==> config.mk <==
export PLATFORM = sky130hd
export DESIGN_NAME = lsu_dmem_ctrl
export DESIGN_NICKNAME = d
export VERILOG_FILES = /design/src/rtl/lsu_dmem_ctrl.sv
export SDC_FILE = /design/constraint.sdc
export NUM_CORES = 1
export LEC_CHECK = 0
export ABC_AREA = 1
export CAP_MARGIN = 10
export CORE_AREA = 4 4 107 160
export CTS_CLUSTER_SIZE = 12
export DETAILED_ROUTE_END_ITERATION = 6
export DIE_AREA = 0 0 111 164
export PLACE_DENSITY = 0.67
export RECOVER_POWER = 100
export SKIP_CTS_REPAIR_TIMING = 1
export SLEW_MARGIN = 0
export SYNTH_ARGS = -nofsm -noshare
export SYNTH_HDL_FRONTEND = slang
export SYNTH_SLANG_ARGS = --single-unit
==> constraint.sdc <==
create_clock -name clk -period 3.7 [get_ports clk]
set_clock_uncertainty 0.15 [all_clocks]
set_input_delay 0.74 -clock clk [delete_from_list [all_inputs] [get_ports clk]]
set_output_delay 0.74 -clock clk [all_outputs]
set_load 0.01 [all_outputs]
==> src/rtl/lsu_dmem_ctrl.sv <==
// lsu_dmem_ctrl: load/store unit between the core MEM stage and a 1R/1W data memory.
// Accepts one byte-addressed load or store at a time over valid/ready and returns
// extended load data or a store acknowledge. Sub-word stores are done as a
// read-modify-write. Misaligned accesses and illegal funct3 codes return resp_err.
//
// Ports:
//   clk, rst          clock (rising edge), asynchronous active-low reset
//   req_*             request channel: valid/ready, we, funct3, byte addr, wdata
//   resp_*            response channel: valid/ready, extended rdata, err
//   mem_rd_addr       memory read address (combinational read returns mem_rd_dout)
//   mem_wr_addr/_din  memory write address/data, committed on edges with mem_we=1
module lsu_dmem_ctrl #(
    parameter int unsigned ADDR_W = 8,
    parameter int unsigned XLEN   = 32
) (
    input  logic              clk,
    input  logic              rst,
    input  logic              req_valid,
    output logic              req_ready,
    input  logic              req_we,
    input  logic [2:0]        req_funct3,
    input  logic [ADDR_W-1:0] req_addr,
    input  logic [XLEN-1:0]   req_wdata,
    output logic              resp_valid,
    input  logic              resp_ready,
    output logic [XLEN-1:0]   resp_rdata,
    output logic              resp_err,
    output logic [ADDR_W-1:0] mem_rd_addr,
    output logic [ADDR_W-1:0] mem_wr_addr,
    output logic [XLEN-1:0]   mem_wr_din,
    output logic              mem_we,
    input  logic [XLEN-1:0]   mem_rd_dout
);

    localparam int unsigned BYTE_W = 8;
    localparam int unsigned HALF_W = 16;
    localparam int unsigned SHW    = 5;

    localparam logic [2:0] F3_B  = 3'd0;
    localparam logic [2:0] F3_H  = 3'd1;
    localparam logic [2:0] F3_W  = 3'd2;
    localparam logic [2:0] F3_BU = 3'd4;
    localparam logic [2:0] F3_HU = 3'd5;

    typedef enum logic [1:0] {
        S_IDLE,
        S_ACCESS,
        S_WRITE,
        S_RESP
    } state_t;

    state_t              state;
    logic                we_q;
    logic [2:0]          funct3_q;
    logic [ADDR_W-1:0]   addr_q;
    logic [XLEN-1:0]     wdata_q;

    logic [SHW-1:0]      lane_sh;
    logic [XLEN-1:0]     lane_data;
    logic [BYTE_W-1:0]   lane_byte;
    logic [HALF_W-1:0]   lane_half;
    logic [XLEN-1:0]     load_data;
    logic [XLEN-1:0]     lane_mask;
    logic [XLEN-1:0]     merged;

    // Legality of an incoming request: unknown width codes and misaligned H/W.
    function automatic logic is_illegal(input logic we, input logic [2:0] f3,
                                        input logic [1:0] a);
        logic bad;
        bad = 1'b0;
        if (we) begin
            bad = (f3 > F3_W);
        end else begin
            bad = (f3 == 3'd3) || (f3 == 3'd6) || (f3 == 3'd7);
        end
        if ((f3 == F3_H) || (f3 == F3_HU)) begin
            bad = bad | a[0];
        end
        if (f3 == F3_W) begin
            bad = bad | (a != 2'b00);
        end
        return bad;
    endfunction

    // Memory addresses come only from the latched request address.
    assign mem_rd_addr = addr_q;
    assign mem_wr_addr = addr_q;

    // Lane extraction for loads and lane merge for sub-word stores.
    always_comb begin
        lane_sh   = {addr_q[1:0], 3'b000};
        lane_data = mem_rd_dout >> lane_sh;
        lane_byte = lane_data[BYTE_W-1:0];
        lane_half = lane_data[HALF_W-1:0];
        load_data = '0;
        case (funct3_q)
            F3_B:    load_data = {{(XLEN-BYTE_W){lane_byte[BYTE_W-1]}}, lane_byte};
            F3_H:    load_data = {{(XLEN-HALF_W){lane_half[HALF_W-1]}}, lane_half};
            F3_W:    load_data = mem_rd_dout;
            F3_BU:   load_data = {{(XLEN-BYTE_W){1'b0}}, lane_byte};
            F3_HU:   load_data = {{(XLEN-HALF_W){1'b0}}, lane_half};
            default: load_data = '0;
        endcase
        if (funct3_q == F3_B) begin
            lane_mask = XLEN'({BYTE_W{1'b1}}) << lane_sh;
        end else begin
            lane_mask = XLEN'({HALF_W{1'b1}}) << lane_sh;
        end
        merged = (mem_rd_dout & ~lane_mask) | ((wdata_q << lane_sh) & lane_mask);
    end

    // Control FSM; every output and memory strobe is registered.
    always_ff @(posedge clk or negedge rst) begin
        if (!rst) begin
            state      <= S_IDLE;
            req_ready  <= 1'b1;
            resp_valid <= 1'b0;
            resp_rdata <= '0;
            resp_err   <= 1'b0;
            mem_we     <= 1'b0;
            mem_wr_din <= '0;
            we_q       <= 1'b0;
            funct3_q   <= '0;
            addr_q     <= '0;
            wdata_q    <= '0;
        end else begin
            case (state)
                S_IDLE: begin
                    mem_we <= 1'b0;
                    if (req_valid) begin
                        we_q      <= req_we;
                        funct3_q  <= req_funct3;
                        addr_q    <= req_addr;
                        wdata_q   <= req_wdata;
                        req_ready <= 1'b0;
                        if (is_illegal(req_we, req_funct3, req_addr[1:0])) begin
                            state      <= S_RESP;
                            resp_valid <= 1'b1;
                            resp_err   <= 1'b1;
                            resp_rdata <= '0;
                        end else begin
                            state <= S_ACCESS;
                            // Full-word store writes during the ACCESS cycle itself.
                            if (req_we && (req_funct3 == F3_W)) begin
                                mem_we     <= 1'b1;
                                mem_wr_din <= req_wdata;
                            end
                        end
                    end
                end
                S_ACCESS: begin
                    if (!we_q) begin
                        state      <= S_RESP;
                        resp_valid <= 1'b1;
                        resp_err   <= 1'b0;
                        resp_rdata <= load_data;
                    end else if (funct3_q == F3_W) begin
                        state      <= S_RESP;
                        mem_we     <= 1'b0;
                        resp_valid <= 1'b1;
                        resp_err   <= 1'b0;
                        resp_rdata <= '0;
                    end else begin
                        // Sub-word store: merged word is written in WRITE.
                        state      <= S_WRITE;
                        mem_we     <= 1'b1;
                        mem_wr_din <= merged;
                    end
                end
                S_WRITE: begin
                    state      <= S_RESP;
                    mem_we     <= 1'b0;
                    resp_valid <= 1'b1;
                    resp_err   <= 1'b0;
                    resp_rdata <= '0;
                end
                S_RESP: begin
                    mem_we <= 1'b0;
                    if (resp_ready) begin
                        state      <= S_IDLE;
                        resp_valid <= 1'b0;
                        req_ready  <= 1'b1;
                    end
                end
                default: begin
                    state      <= S_IDLE;
                    mem_we     <= 1'b0;
                    resp_valid <= 1'b0;
                    req_ready  <= 1'b1;
                end
            endcase
        end
    end

endmodule

==> results of run 1 <==
[cell usage in the layout, fill, tap and decap left out, types with 9 or more instances in the layout]
cell and n:
nand3_1 104, buf_4 9, o21ai_0 57, nand2_1 460, clkdlybuf4s50_1 78, inv_1 66
clkbuf_16 9, nor2_1 35, dlygate4sd3_1 84, a21oi_1 17, dfrtp_1 105
[worst max-delay path: stages (launching register included)]
cell	delay, ns
dfrtp_1	0.41
inv_1	0.11
ha_1	0.16
buf_4	0.35
inv_1	0.60
or2_4	0.49
nor2_4	0.11
nand4_4	0.18
clkinv_4	0.20
nand2_1	0.08
nand2_1	0.06
[Yosys cell counts, drive strengths merged]
cell / count
a21oi: 17
a31oi: 1
buf: 39
clkbuf: 18
clkinv: 3
dfrtp: 105
dfstp: 1
ha: 3
inv: 70
nand2: 465
nand3: 106
nand4: 3
nor2: 39
o211ai: 1
o21ai: 59
or2: 1
[cell type report]
type                       instances  area, sq um  share of cell area [%]
inverter                          73          282                    3.46
tap                              203          254                    3.12
multi-input combinational        695         2930                    36.1
sequential                       106         2650                    32.6
clock inverter                     7         56.3                   0.693
timing repair buffer             176         1730                    21.2
clock buffer                       9          225                    2.77
[metal layers]
layer	track usage [%]	routed length, um	up-vias
li1	-	-	3143
met1	26.4	8100	2819
met2	39.7	10200	208
met3	3.28	949	34
met4	8.85	684	0
met5	0	0	-
[flip-flops by register name, indices dropped and copies added (netlist names)]
name         flops
mem_rd_addr      8
resp_err         1
funct3_q         3
mem_wr_din      32
we_q             1
resp_valid       1
mem_we           1
req_ready        1
resp_rdata      32
state            2
wdata_q         24
[power breakdown]
part	total, mW	leakage, nW	internal, mW	switching, mW
clock	0.935	0.138	0.468	0.467
combinational	3.96	2.90	1.49	2.47
sequential	2.05	1.36	1.70	0.347
[final timing paths]
path	end	start	cells past startpoint	slack, ns
max in group asynchronous	mem_wr_din[24]$_DFFE_PN0P_	rst	2	1.90
min in group asynchronous	mem_rd_addr[7]$_DFFE_PN0P_	rst	1	0.56
worst min register to register	mem_wr_din[14]$_DFFE_PN0P_	mem_wr_din[14]$_DFFE_PN0P_	2	0.32
worst min-delay path	mem_wr_din[14]$_DFFE_PN0P_	mem_wr_din[14]$_DFFE_PN0P_	2	0.32
worst max-delay path	resp_rdata[24]$_DFFE_PN0P_	state[1]$_DFFE_PN0P_	10	0.69
worst max register to register	resp_rdata[24]$_DFFE_PN0P_	state[1]$_DFFE_PN0P_	10	0.69
[cells by family (layout without fill, tap and decap cells)]
family / count (synthesis) / count (layout)
and+or+nand+nor: 614 / 614
buffers and inverters: 130 / 265
DFF: 106 / 106
AOI/OAI and AO/OA: 78 / 78
adders and majority gates: 3 / 3
==> results.md, run 1 <==
- Fillers: approximately 1600
- Final-stage net count: roughly 1100
- First-pass GRT wire length: ~32000 um
- Layout cells sized above 1: about 4.3%
- Worst slew pin tran: 1.60 ns
- Initial antenna violation count: 0
- Peak Freq: roughly 330 MHz
- FP Rows: 56
- Util after Layout: roughly 52%
- Post-synthesis mux area share: 0%
- Required time of the critical path: 3.84 ns
- HPWL after detailed placement: 15200 um
- Seq/Total Area, Yosys: a little over two fifths
- TritonCTS buffer count: 9
- TritonCTS Sinks: roughly 110
- Share of the synthesized area in the top cell type: a little over two fifths
- Detailed-route wire length: approximately 20000 um
- Final global-route overflow total: 0
- Root buffer cell: clkbuf_16
- Die Area: between 15000 and 20000 sq um
- Max clock buf depth: 2
- Via Count: roughly 6200
- Post-Synth Adder-Cell Area: less than 1%
- Post-route cell area: about 8100 sq um
- Max cap viols: 1
- Worst rel slew slack: -6.96%
- Distinct cells, synth: 29
- Failing checks: max-capacitance violations, max-slew violations
- Unrepaired setup endpoints after global routing: false
- Crit path kind: register to register
- Vias in the first global route: 6109
- H-Tree Depth: 3
- Area growth from synthesis to layout: 31.5%
- Synth Area in Compound Gates: 6.38%
- # IOs: ~160
- Hold WS: between 0.3 and 0.4 ns
- Core Region: roughly 16000 sq um
- Maximum VDD drop: about 0.36 mV
- Starting Density: about two fifths
- Post-DR vias/cell: 4.89
- Worst EP arrival: ~3.2 ns
- Post-synth top area cell: dfrtp_1
- DRT Pass-1 Iters: 6
- Final period util: ~81%
- Lkg Pwr: between 4 and 5 nW
- Final Setup Violations: 0
- Cells after Synth: between 900 and 1000
- Yosys warning count: 0
- Routed Antenna Nets: 0
- WL/cell: 15.7 um
- Tmin final: approximately 3.0 ns
- Crit path launch type: register
- Pwr Density: 854 nW/um^2
- Dpl ws: 0.862 ns
- Tot GR Track Use: 22.0%
- Final TNS setup: 0 ns
- IO buf count: 163
- Seq cells post-synth: 106
- Synth top area cells: dfrtp_1 (43%), nand2_1 (28%), nand3_1 (8.3%)
- Antenna diodes: 0
- Synth Area in XOR/XNOR: 0%
- Largest family of logic cells by synthesized area: simple AND/OR/NAND/NOR gates
- Fin. max-slew vios: 40
- CP endpoint kind: register
- Cell Area, Placed: between 7000 and 8000 sq um
- Dpl cells: 1253
- Synthesized area: approximately 6200 sq um
- TritonCTS clock tree: yes
- Die width: about 110 um
- Post-Synth Simple-Gate Area: around two fifths
- Initial DRC Count: ~360
- Post-route DRC violation count: 0
- Post-route insts no fill: about 1300
- Skew-Pair Late Insertion Delay: roughly 0.35 ns
- Final Power: 6.94 mW
- Pin count of the biggest net entering global routing: 57
- Syn_nets: 1014
- Worst hold path type: register to register
- Chip height: about 160 um
- Final worst slack: a little under 0.7 ns
- Run status: complete, but fails checks
- Crit-path max FO: 35
- Final hold vios: 0
- GPL Wtd Cong: 0.923
- Worst-path clk slew: approximately 0.080 ns
- Mean Syn Cell Area: around 6.6 sq um
No activity file was read; power rests on OpenSTA's default activity.
==> run 2, diff against run 1 <==
Clock period 3.7 ns to 3.05 ns, I/O delays scaled along.
==> results.md, run 2 (synthesis gave the netlist of run 1 again) <==
- Fin. max-slew vios: 32
- Layout cells sized above 1: 4.78%
- H-Tree Depth: 3
- WL/cell: approximately 16 um
- TritonCTS clock tree: yes
- Failing checks: max-capacitance violations, max-slew violations
- Register area: between 2000 and 3000 sq um
- Lkg Pwr: about 4.4 nW
- First-pass GRT wire length: 31700 um
- Crit path launch type: register
- # IOs: around 160
- M3 GR Usage: 2.80%
- Dpl ws: approximately 0.34 ns
- FP Rows: 56
- Peak Freq: about 370 MHz
- Crit-path max FO: 16
- Post-DR vias/cell: roughly 5
- Max cap viols: 1
- Top flop regs: mem_wr_din (32), resp_rdata (32), wdata_q (24)
- Initial antenna violation count: 1
- Post-route DRC violation count: 0
- Skew-Pair Late Insertion Delay: approximately 0.35 ns
- Via Count: 6239
- Tmin final: 2.69 ns
- TritonCTS buffer count: 9
- Max clock buf depth: 2
- Detailed-route wire length: about 20000 um
- Fillers: ~1600
- Final-stage net count: around 1100
- Worst hold path type: register to register
- Core Region: around 16000 sq um
- Final Power: 8.51 mW
- Worst rel slew slack: -23.7%
- Vias in the first global route: around 6000
- Die width: ~110 um
- Final period util: approximately 88%
- Worst slew pin tran: between 1.5 and 2 ns
- IO buf count: 163
- Final worst slack: between 0.3 and 0.4 ns
- R2r worst-path depth: 6
- Initial DRC Count: between 400 and 500
- Area of the multi-input gates: around 3000 sq um
- Crit path kind: register to output port
- Pwr Density: ~1000 nW/um^2
- DRT Pass-1 Iters: 5
- CP endpoint kind: output port
- Hold WS: around 0.32 ns
- Commonest non-fill, non-tap cell in the layout: nand2_1
- Die Area: 18200 sq um
- GPL Wtd Cong: ~0.92
- TritonCTS Sinks: roughly 110
- Hold path depth: 2
- Final TNS setup: 0 ns
- Busiest grt layer: met2
- Run status: complete, but fails checks
- Final Setup Violations: 0
- Routed Antenna Nets: 0
- Final hold vios: 0
- Root buffer cell: clkbuf_16
- Required time of the critical path: 2.29 ns
- Met1 Track Usage GR: around a quarter
- Unrepaired setup endpoints after global routing: false
- Met2 Track Usage GR: around 39%
- Most frequent cells in the layout: nand2_1 (460), dfrtp_1 (105), nand3_1 (103), dlygate4sd3_1 (83), clkdlybuf4s50_1 (79)
- HPWL after detailed placement: 15300 um
- Worst-path clk slew: ~0.08 ns
- Area growth from synthesis to layout: 32.2%
- Chip height: 164 um
- Starting Density: 39.6%
- Final global-route overflow total: 0
- Maximum VDD drop: between 0.4 and 0.5 mV
- Pin count of the biggest net entering global routing: 54
- Worst EP arrival: ~1.9 ns
- Tot GR Track Use: roughly 22%
-- run 2: critical path, cell delays in order (launching register included) --
cell and delay [ns]:
dfrtp_1 0.59, clkbuf_2 0.37, clkdlybuf4s50_1 0.61
-- run 2: layer usage --
| metal | up-vias | share of wire [%] |
|---|---|---|
| met5 | - | 0 |
| met4 | 0 | 3.2 |
| met1 | 2867 | 41 |
| met3 | 33 | 4.3 |
| li1 | 3152 | - |
| met2 | 187 | 51 |
-- run 2: per-stage QoR --
stage               instances  util [%]  area (sq um)
global route             1272      52.3          8180
floorplan                 931         -          6180
CTS                      1271      52.4          8190
detailed placement       1255      50.4          7880
global placement         1255      50.4          7880
finish                   1272      52.3          8180
-- run 2: final cells by class --
| class | instances | area share (%) |
|---|---|---|
| repair buffers | 178 | 21.2 |
| flip-flops and latches | 106 | 32.5 |
| multi-input cells | 695 | 36.0 |
| inverters | 73 | 3.44 |
| well taps | 203 | 3.11 |
| clock buffers | 9 | 2.75 |
| clock inverters | 7 | 1.01 |
| diodes | 1 | 0.0306 |
-- run 2: final timing paths --
kind,from,end,slack [ns]
min in group asynchronous,rst,mem_rd_addr[7]$_DFFE_PN0P_,0.60
max,mem_rd_addr[0]$_DFFE_PN0P_,mem_rd_addr[0],0.36
min,mem_wr_din[12]$_DFFE_PN0P_,mem_wr_din[12]$_DFFE_PN0P_,0.32
max reg2reg,state[0]$_DFFE_PN0P_,mem_rd_addr[0]$_DFFE_PN0P_,0.55
min reg2reg,mem_wr_din[12]$_DFFE_PN0P_,mem_wr_din[12]$_DFFE_PN0P_,0.32
max in group asynchronous,rst,resp_rdata[14]$_DFFE_PN0P_,0.75
-- run 2: power by group --
part	switching [mW]	internal (mW)
Clock	0.559	0.651
Sequential	0.443	2.06
Combinational	2.99	1.81
Total	3.99	4.52
==> run 3, diff against run 2 <==
Settings changed: CORE_AREA 4 4 107 160 to 2 2 99 149, DIE_AREA 0 0 111 164 to 0 0 101 151, PLACE_DENSITY 0.67 to 0.74.
==> results.md, run 3 (synthesis gave the netlist of run 1 again) <==
- Run status: completed
- FP Rows: 53
- Post-DR vias/cell: between 5 and 6
- Tmin final: about 2.5 ns
- Tot GR Track Use: ~25%
- Required time of the critical path: 2.29 ns
- Final global-route overflow total: 0
- Unrepaired setup endpoints after global routing: false
- Max cap viols: 0
- Initial DRC Count: approximately 340
- Crit-path max FO: 40
- Maximum VDD drop: about 0.5 mV
- WL/cell: around 15 um
- TritonCTS clock tree: yes
- Worst hold path type: register to register
- Pwr Density: 1050 nW/um^2
- Core Region: between 10000 and 15000 sq um
- Die Area: 15300 sq um
- Final-stage net count: approximately 1100
- TritonCTS Sinks: between 100 and 150
- DRT Pass-1 Iters: 4
- Layout cells sized above 1: about 4.7%
- Top flop regs: mem_wr_din (32), resp_rdata (32), wdata_q (24)
- HPWL after detailed placement: roughly 14000 um
- Post-route DRC violation count: 0
- # IOs: between 150 and 200
- Skew-Pair Late Insertion Delay: around 0.35 ns
- GPL Wtd Cong: between 0.9 and 1
- Die width: between 100 and 150 um
- Area growth from synthesis to layout: 31.1%
- TritonCTS buffer count: 9
- Max clock buf depth: 2
- H-Tree Depth: 3
- Pin count of the biggest net entering global routing: between 60 and 70
- Commonest non-fill, non-tap cell in the layout: nand2_1
- Antenna diodes: 0
- Lkg Pwr: approximately 4.4 nW
- Crit path launch type: register
- Detailed-route wire length: approximately 19000 um
- Root buffer cell: clkbuf_16
- Chip height: 151 um
- Worst-path clk slew: about 0.08 ns
- Crit path kind: register to output port
- Routed Antenna Nets: 0
- CP endpoint kind: output port
- Vias in the first global route: around 5900
- Peak Freq: 395 MHz
- Starting Density: approximately 44%
- Worst slew pin tran: roughly 1.2 ns
- Worst rel slew slack: around 20%
- Fin. max-slew vios: 0
- Worst EP arrival: 1.77 ns
- Final Power: 8.49 mW
- Initial antenna violation count: 0
- Final TNS setup: 0 ns
- Via Count: roughly 6200
- First-pass GRT wire length: about 30000 um
- Most frequent cells in the layout: nand2_1 (460), dfrtp_1 (105), nand3_1 (103), dlygate4sd3_1 (84), clkdlybuf4s50_1 (78)
- Final hold vios: 0
- Final Setup Violations: 0
- Final period util: roughly 83%
- IO buf count: roughly 160
## run 3: worst max-delay path: stages (launching register included)
cell and delay (ns):
dfrtp_1 0.36, buf_4 0.37, dlygate4sd3_1 0.67
## run 3: area by class of cell
type | count | area [sq um]
clock buffers | 9 | 225
well taps | 165 | 206
clock inverters | 7 | 86.3
repair buffers | 175 | 1710
multi-input cells | 695 | 2940
inverters | 73 | 282
fillers | 1355 | 5820
flip-flops and latches | 106 | 2650
## run 3: path summary, 6_finish.rpt
path,from,to,slack (ns),cells past startpoint
min in group asynchronous,rst,mem_rd_addr[3]$_DFFE_PN0P_,0.33,1
worst min register to register,mem_wr_din[30]$_DFFE_PN0P_,mem_wr_din[30]$_DFFE_PN0P_,0.32,2
worst max register to register,state[1]$_DFFE_PN0P_,resp_err$_DFFE_PN0P_,0.65,6
worst min-delay path,mem_wr_din[30]$_DFFE_PN0P_,mem_wr_din[30]$_DFFE_PN0P_,0.32,2
max in group asynchronous,rst,mem_wr_din[28]$_DFFE_PN0P_,0.87,2
worst max-delay path,mem_rd_addr[0]$_DFFE_PN0P_,mem_wr_addr[0],0.52,2
## run 3: power breakdown
| part | internal (mW) | switching [mW] |
|---|---|---|
| Sequential | 2.06 | 0.426 |
| Combinational | 1.80 | 2.97 |
| Clock | 0.653 | 0.574 |
| Total | 4.52 | 3.97 |
## run 3: routing by layer
metal  part of all wire, %  track usage [%]
met2                    51             43.4
met5                     0                0
met1                    41             32.5
met4                   3.1             10.1
met3                   4.8             2.77
## run 3: stage by stage
stage	hold WS, ns	setup slack, ns	instances	area, sq um	util, %
after detailed placement	0.308	0.287	1214	7810	56.1
after floorplan	0.164	1.25	931	6180	-
after global routing	0.341	0.372	1230	8100	58.2
final	0.320	0.516	1230	8100	58.2
after global placement	0.307	0.391	1214	7810	56.1
after CTS	0.139	0.570	1230	8120	58.3
